**src/rtl/game_key_encoder.sv**
```systemverilog
// Maps the 512-bit PS/2 key-state vector onto the 10-bit game key bus with SOCD filtering and press pulses.
// Optional auto-repeat of the most recently pressed key is built when KEY_REPEAT_EN is defined.
module game_key_encoder #(
    parameter int REPEAT_DELAY  = 25_000_000,
    parameter int REPEAT_PERIOD = 10_000_000,
    parameter int CNT_W         = 25
) (
    input  logic         clk,
    input  logic         rst_n,
    input  logic [511:0] raw_key_down,
    output logic [9:0]   key_down,
    output logic [9:0]   key_press,
    output logic         any_key,
    output logic         repeat_active,
    output logic [1:0]   dbg_state
);

    // No handshake: every output is a registered level or a one-cycle pulse sampled each clock.
    localparam logic [CNT_W-1:0] DLY_LAST = CNT_W'(REPEAT_DELAY - 1);
    localparam logic [CNT_W-1:0] PER_LAST = CNT_W'(REPEAT_PERIOD - 1);

    logic [9:0] w_mapped;
    logic [9:0] w_filt;
    logic [9:0] w_edge;
    logic [9:0] w_rep_pulse;
    logic [9:0] r_key_down;
    logic [9:0] r_key_press;
    logic       r_any_key;
    logic       w_unused;

    assign w_unused = ^raw_key_down;

    assign w_mapped[0] = raw_key_down[9'h023];
    assign w_mapped[1] = raw_key_down[9'h01D];
    assign w_mapped[2] = raw_key_down[9'h01C];
    assign w_mapped[3] = raw_key_down[9'h01B];
    assign w_mapped[4] = raw_key_down[9'h174];
    assign w_mapped[5] = raw_key_down[9'h175];
    assign w_mapped[6] = raw_key_down[9'h16B];
    assign w_mapped[7] = raw_key_down[9'h172];
    assign w_mapped[8] = raw_key_down[9'h05A];
    assign w_mapped[9] = raw_key_down[9'h076];

    // Opposing directions cancel each other, independently per player.
    assign w_filt[0] = w_mapped[0] & ~w_mapped[2];
    assign w_filt[2] = w_mapped[2] & ~w_mapped[0];
    assign w_filt[1] = w_mapped[1] & ~w_mapped[3];
    assign w_filt[3] = w_mapped[3] & ~w_mapped[1];
    assign w_filt[4] = w_mapped[4] & ~w_mapped[6];
    assign w_filt[6] = w_mapped[6] & ~w_mapped[4];
    assign w_filt[5] = w_mapped[5] & ~w_mapped[7];
    assign w_filt[7] = w_mapped[7] & ~w_mapped[5];
    assign w_filt[9:8] = w_mapped[9:8];

    assign w_edge = w_filt & ~r_key_down;

`ifdef KEY_REPEAT_EN
    typedef enum logic [1:0] {
        S_IDLE   = 2'd0,
        S_DELAY  = 2'd1,
        S_REPEAT = 2'd2
    } state_t;

    state_t           r_state;
    state_t           w_state_nxt;
    logic [CNT_W-1:0] r_cnt;
    logic [CNT_W-1:0] w_cnt_nxt;
    logic [3:0]       r_rep_idx;
    logic [3:0]       w_idx_nxt;
    logic [3:0]       w_low_idx;
    logic             w_tracked;

    always_comb begin
        w_low_idx = 4'd0;
        for (int i = 9; i >= 0; i--) begin
            if (w_edge[i]) w_low_idx = 4'(i);
        end
    end

    assign w_tracked = w_filt[r_rep_idx];

    always_comb begin
        w_state_nxt = r_state;
        w_cnt_nxt   = r_cnt;
        w_idx_nxt   = r_rep_idx;
        w_rep_pulse = '0;
        case (r_state)
            S_IDLE: begin
                w_cnt_nxt = '0;
            end
            S_DELAY: begin
                if (!w_tracked) begin
                    w_state_nxt = S_IDLE;
                    w_cnt_nxt   = '0;
                end else if (r_cnt == DLY_LAST) begin
                    w_rep_pulse[r_rep_idx] = 1'b1;
                    w_cnt_nxt   = '0;
                    w_state_nxt = S_REPEAT;
                end else begin
                    w_cnt_nxt = r_cnt + 1'b1;
                end
            end
            S_REPEAT: begin
                if (!w_tracked) begin
                    w_state_nxt = S_IDLE;
                    w_cnt_nxt   = '0;
                end else if (r_cnt == PER_LAST) begin
                    w_rep_pulse[r_rep_idx] = 1'b1;
                    w_cnt_nxt   = '0;
                end else begin
                    w_cnt_nxt = r_cnt + 1'b1;
                end
            end
            default: begin
                w_state_nxt = S_IDLE;
                w_cnt_nxt   = '0;
            end
        endcase
        // A fresh press always retargets the repeat, even over a pulse emitted this cycle.
        if (|w_edge) begin
            w_idx_nxt   = w_low_idx;
            w_cnt_nxt   = '0;
            w_state_nxt = S_DELAY;
        end
    end

    always_ff @(posedge clk) begin
        if (!rst_n) begin
            r_state   <= S_IDLE;
            r_cnt     <= '0;
            r_rep_idx <= 4'd0;
        end else begin
            r_state   <= w_state_nxt;
            r_cnt     <= w_cnt_nxt;
            r_rep_idx <= w_idx_nxt;
        end
    end

    assign repeat_active = (r_state == S_REPEAT);
    assign dbg_state     = r_state;
`else
    logic w_unused_params;

    assign w_unused_params = ^{DLY_LAST, PER_LAST};
    assign w_rep_pulse     = '0;
    assign repeat_active   = 1'b0;
    assign dbg_state       = 2'd0;
`endif

    always_ff @(posedge clk) begin
        if (!rst_n) begin
            r_key_down  <= '0;
            r_key_press <= '0;
            r_any_key   <= 1'b0;
        end else begin
            r_key_down  <= w_filt;
            r_key_press <= w_edge | w_rep_pulse;
            r_any_key   <= |w_filt;
        end
    end

    assign key_down  = r_key_down;
    assign key_press = r_key_press;
    assign any_key   = r_any_key;

endmodule

```
**config.mk**
```make
export PLATFORM = sky130hd
export DESIGN_NAME = game_key_encoder
export DESIGN_NICKNAME = d
export VERILOG_FILES = /design/src/rtl/game_key_encoder.sv
export SDC_FILE = /design/constraint.sdc
export NUM_CORES = 1
export LEC_CHECK = 0
export ABC_AREA = 1
export BUFFER_PORTS_ARGS = -buffer_cell sky130_fd_sc_hd__buf_2
export CAP_MARGIN = 15
export CORE_AREA = 2 2 210 212
export CTS_BUF_LIST = sky130_fd_sc_hd__clkbuf_8
export DETAILED_ROUTE_END_ITERATION = 10
export DIE_AREA = 0 0 212 214
export GPL_ROUTABILITY_DRIVEN = 0
export PLACE_DENSITY_LB_ADDON = 0.05
export SYNTH_ARGS = -nofsm -noshare
export SYNTH_HDL_FRONTEND = slang
export SYNTH_SLANG_ARGS = --single-unit
```
**constraint.sdc**
```tcl
create_clock -name clk -period 0.96 [get_ports clk]
set_input_delay 0.096 -clock clk [delete_from_list [all_inputs] [get_ports clk]]
set_output_delay 0.096 -clock clk [all_outputs]
set_load 0.005 [all_outputs]
```
==> run metrics, run 1 <==
post-layout min period 917 ps; Critical Path, Cell by Cell buf_6; post-CTS setup buffers 0; CP startpoint kind register; Syn Area/Cell 9.08 sq um; Pleak 0.566 nW; Hold Fails Final Rpt 0; clock group share of total power 41.2%; final period utilization 95.5%; crit-path max FO 2; total die area 0.0454 sq mm; CP bufs+invs 1; most frequent cells in the layout 31 x buf_2, 19 x dfxtp_1, 15 x nor2_1, 11 x inv_1, 11 x nand2_1; H-tree levels 1; row cnt 76; Worst-path clk slew 130 ps; CP endpoint kind primary output; I/O pin cnt 538; P&R area growth vs syn 152%; RSZ-0062 raised after global routing yes; Comb pwr share 11.3%; Net Sw Frac 32.7%; GR Overflow Total 0; DRC viols 0; Setup CP Type register to primary output; total vias in the final route 602; Initial Util 1.59%; Slew Limit Fails 0; worst path required time 860 ps; Sequential Power Share between 40% and 50%; Arr. time, crit path 820 ps; Mapped Cells 75; clk_lat worst skew 320 ps; number of distinct library cells after synthesis 13; WL final about 3.6 mm; worst stage delay on the critical path 390 ps; commonest non-fill, non-tap cell in the layout buf_2; maxcap violations 0; Reg area ~430 sq um; clock buffer depth 2; DP Wirelength 2.79 mm; Setup violations, final 0; vias in the first global route slightly below 600; initial antenna violation count 1; synthesis-stage register bit count 21; vias per cell 0.853; Mapped Area 681 sq um; Die Ht 214 microns; Max VDD drop 0.364 mV; clock sink count 21; Slowest cell on crit path dfxtp_4; Synth Warn # 0; sequential area share after synthesis 61.8%; Root Buffer clkbuf_8; layout cells sized above 1 43.0%; internal power roughly 0.0013 W; clock skew 0.741 ps; worst hold path type input port to register; hold slack roughly 60 ps; post-route ant nets 0; largest net degree at the start of global routing 17; Initial DRC Count 12; total CTS buffers 3; Diodes inserted 0; outcome finished clean; global-route wire length before repair 4.75 mm; Std-Cell Core Area around 0.043 sq mm; die width 212 microns; sw power approximately 0.00064 W; Largest delay share family, worst path flip-flops; total track usage 1.73%; # port buffers 32; power density over cell area ~1100 mW/mm^2; Routed WL per cell 5.11 microns; FILL cells 5125; Multi-input gate area 189 sq um; TritonCTS clock tree done; Power, Total 0.00194 W; nets@finish 636; DR pass1 iterations 3; Fmax 1.09 GHz
-- cells in the mapped netlist, drive strengths merged --
cell | count | area, sq um
dfxtp | 21 | 420
nor2 | 15 | 56.3
inv | 12 | 45.0
nand2 | 12 | 47.6
nor3 | 8 | 62.6
buf | 4 | 33.8
conb | 1 | 3.75
nand3 | 1 | 5.00
or2 | 1 | 6.26
-- registers in the layout, summed over array words and instances, names as in the netlist --
name,cells
key_press,10
key_down,10
any_key,1
-- cell families (layout without fill, tap and decap cells) --
kind of cell | after synthesis | after routing | share of synthesized area (%)
buf+inv | 16 | 60 | 11.6
flops | 21 | 21 | 61.8
other cells | 1 | 3 | 0.551
simple gates | 37 | 37 | 26.1
-- per-layer routing --
metal  vias up  GRT usage (%)  share of wire, %
met3         5          0.748               7.9
met4         0           1.34               3.6
met2        28           2.10                38
li1        308              -                 -
met5         -              0                 0
met1       261           2.31                51
-- per-stage QoR --
| step | setup TNS (ps) | utilization, % | worst slack (ps) | instance area [sq um] | instances |
|---|---|---|---|---|---|
| 2_1_floorplan | 0 | - | 328 | 688 | 77 |
| 6_report | 0 | 4.00 | 43.1 | 1710 | 706 |
| 3_3_place_gp | -201 | 3.81 | -201 | 1630 | 700 |
| 4_1_cts | -6.71 | 3.99 | -6.71 | 1710 | 706 |
| 5_1_grt | -9.77 | 4.00 | -9.77 | 1710 | 706 |
| 3_5_place_dp | -183 | 3.81 | -183 | 1630 | 700 |
-- area by class of cell --
type                       count  share of cell area, %
clock buffer                   3                   2.41
timing repair buffer          44                   16.0
inverter                      12                   2.63
tap                          585                   42.7
multi-input combinational     40                   11.0
sequential                    21                   25.0
clock inverter                 1                  0.292
-- power groups by stage --
| stage | Clock (W) | Combinational, W | Sequential, W |
|---|---|---|---|
| 2_1_floorplan | 0 | 0.0000777 | 0.000950 |
| 3_3_place_gp | 0 | 0.000231 | 0.000947 |
| 3_5_place_dp | 0 | 0.000229 | 0.000946 |
| 4_1_cts | 0.000954 | 0.000238 | 0.000926 |
| 5_1_grt | 0.000970 | 0.000254 | 0.000929 |
| 6_report | 0.000801 | 0.000220 | 0.000922 |
-- final timing paths --
check                                 start           end  slack [ps]  cells after the start
worst max register to register  key_down[6]  key_press[6]         310                      1
worst min-delay path                  rst_n       any_key          60                      3
worst min register to register  key_down[8]  key_press[8]         420                      1
worst max-delay path            key_down[6]   key_down[6]          40                      1
-- what timing repair did --
action,4_1_cts,5_1_grt
endpoints found under the hold margin,2,0
setup endpoints to repair,2,2
resized for setup,4,1
hold buffers,2,0
Note: power is estimated with default switching activity, not from simulation.
==> run 2: changes to the inputs <==
--- a/config.mk
+++ b/config.mk
@@ -13,7 +13,6 @@
 export DETAILED_ROUTE_END_ITERATION = 10
 export DIE_AREA = 0 0 212 214
 export GPL_ROUTABILITY_DRIVEN = 0
-export PLACE_DENSITY_LB_ADDON = 0.05
 export SYNTH_ARGS = -nofsm -noshare
 export SYNTH_HDL_FRONTEND = slang
 export SYNTH_SLANG_ARGS = --single-unit
==> run metrics, run 2 (synthesized netlist as in run 1, its figures left out) <==
outcome finished clean; clock group share of total power 35.0% (-6.2 points); Die Ht 214 microns (unchanged); Setup CP Type register to primary output; WHS Endpoint key_down[9]; hold slack 60.4 ps (+0.000900 ps); crit-path max FO 2 (unchanged); Root Buffer clkbuf_8; # port buffers 32 (unchanged); Diodes inserted 0 (unchanged); Std-Cell Core Area 0.0429 sq mm (unchanged); P&R area growth vs syn 134%; Initial Util 1.59% (unchanged); HP Start raw_key_down[118]; Initial DRC Count 34 (+22); Reg area 422 sq um (-1.5%); GR peak layer met2; Routed WL per cell 4.91 microns (-3.8%); H-tree levels 1 (unchanged); sw power 0.000420 W (-34%); Worst-path clk slew 80 ps (-50 ps); worst stage delay on the critical path 380 ps (about the same); TritonCTS clock tree done; post-CTS setup buffers 0 (unchanged); GR met2 Demand/Resource 1.96% (-0.14 points); CP endpoint kind primary output; DR pass1 iterations 2 (-1); clock buffer depth 2 (unchanged); total die area 0.0454 sq mm (unchanged); initial antenna violation count 5 (+4); total vias in the final route 558 (-7.3%); CP startpoint key_down[6]; Placed Cells 690 (-1.4%); DRC viols 0 (unchanged); Largest delay share family, worst path flip-flops; total track usage 1.54% (-0.19 points); post-route ant nets 0 (unchanged); RSZ-0062 raised after global routing no; Critical Path, Cell by Cell buf_2; Slew Limit Fails 0 (unchanged); routing usage on met1 1.82% (-0.50 points); GR Overflow Total 0 (unchanged); WL final 3.41 mm (-5.4%); global-route wire length before repair 4.57 mm (-3.8%); layout cells sized above 1 37.6% (-5.4 points); post-layout min period 899 ps (-17.4 ps); FF-to-FF setup slack 370 ps (+60 ps); maxcap violations 0 (unchanged); power density over cell area 1060 mW/mm^2 (-6.9%); Hold Fails Final Rpt 0 (unchanged); Pleak 0.504 nW (-11%); Fmax 1.11 GHz (+1.9%); largest net degree at the start of global routing 17 (unchanged); CP startpoint kind register; Slowest cell on crit path dfxtp_1; most frequent cells in the layout 32 x buf_2, 20 x dfxtp_1, 15 x nor2_1, 11 x inv_1, 11 x nand2_1; die width 212 microns (unchanged); met3 Usage GRT 1.19% (+0.44 points); worst r2r src key_down[4]; I/O pin cnt 538 (unchanged); Net Sw Frac 25.0% (-7.8 points); final period utilization 93.7% (-1.8 points); Arr. time, crit path 800 ps (-20 ps); Crit Reg-Reg Endpoint key_press[4]; setup_tns 0 ps (unchanged); worst hold path type input port to register; worst path required time 860 ps (about the same); clock skew 0.352 ps (-0.388 ps); nets@finish 624 (-1.9%); hold depth 3 (unchanged); Multi-input gate area 189 sq um (unchanged); Max VDD drop 0.328 mV (-9.8%); commonest non-fill, non-tap cell in the layout buf_2; total CTS buffers 3 (unchanged); internal power 0.00126 W (-3.4%); Comb pwr share 10.1% (-1.2 points); non-filler cells, final 694 (-1.7%); clock sink count 21 (unchanged); Sequential Power Share 54.9% (+7.4 points); CP bufs+invs 1 (unchanged); row cnt 76 (unchanged); clk_lat worst skew 260 ps (-60 ps); vias in the first global route 558 (-4.6%); Reg2Reg Depth 1 (unchanged); DP Wirelength 3.08 mm (+10%); vias per cell 0.804 (-5.7%); Setup violations, final 0 (unchanged); FILL cells 5100 (-0.49%)
[run 2: cell types whose count changed in the layout (fill, tap and decap cells not counted), sizes merged]
cell / change
dlygate4sd3: -2
buf: -10
[run 2: how the worst max path moves through the flow]
stage | depth (start not counted) | end
CTS | 1 | key_down[7]
global placement | 8 | any_key
detailed placement | 8 | any_key
finish | 1 | key_down[6]
floorplan | 5 | any_key
global route | 1 | key_down[6]
[run 2: metrics by stage]
step	area [sq um]	utilization (%)	worst slack (ps)	power [W]
2_1_floorplan	688	-	328	0.00103
3_3_place_gp	1550	3.61	59.6	0.00112
3_5_place_dp	1550	3.61	38.1	0.00113
4_1_cts	1590	3.71	5.90	0.00175
5_1_grt	1590	3.72	1.82	0.00180
6_report	1590	3.72	60.5	0.00168
[run 2: power groups by stage]
| stage | registers (W) | clock network [W] | logic [W] |
|---|---|---|---|
| after floorplan | 0.000950 | 0 | 0.0000777 |
| after global placement | 0.000942 | 0 | 0.000179 |
| after detailed placement | 0.000944 | 0 | 0.000182 |
| after CTS | 0.000924 | 0.000639 | 0.000183 |
| after global routing | 0.000927 | 0.000676 | 0.000200 |
| final | 0.000923 | 0.000589 | 0.000170 |
[run 2: timing repair]
| action | in CTS | in global routing |
|---|---|---|
| gates resized for setup | 0 | 1 |
| endpoints found under the setup margin | 0 | 1 |
| hold buffers | 0 | 0 |
[run 2: metal layers]
layer  vias up  share of wire, %  wire [microns]
li1        283                 -               -
met1       228                44            1490
met2        33                36            1240
met3         8                17             569
met4         6               2.1              70
met5         -               1.2              40
[run 2: cell type report]
| class | instances | area share (%) |
|---|---|---|
| Sequential cell | 21 | 26.5 |
| Multi-Input combinational cell | 40 | 11.9 |
| Inverter | 12 | 2.83 |
| Clock buffer | 3 | 2.59 |
| Tap cell | 585 | 45.9 |
| Clock inverter | 1 | 0.314 |
| Timing Repair Buffer | 32 | 10.0 |
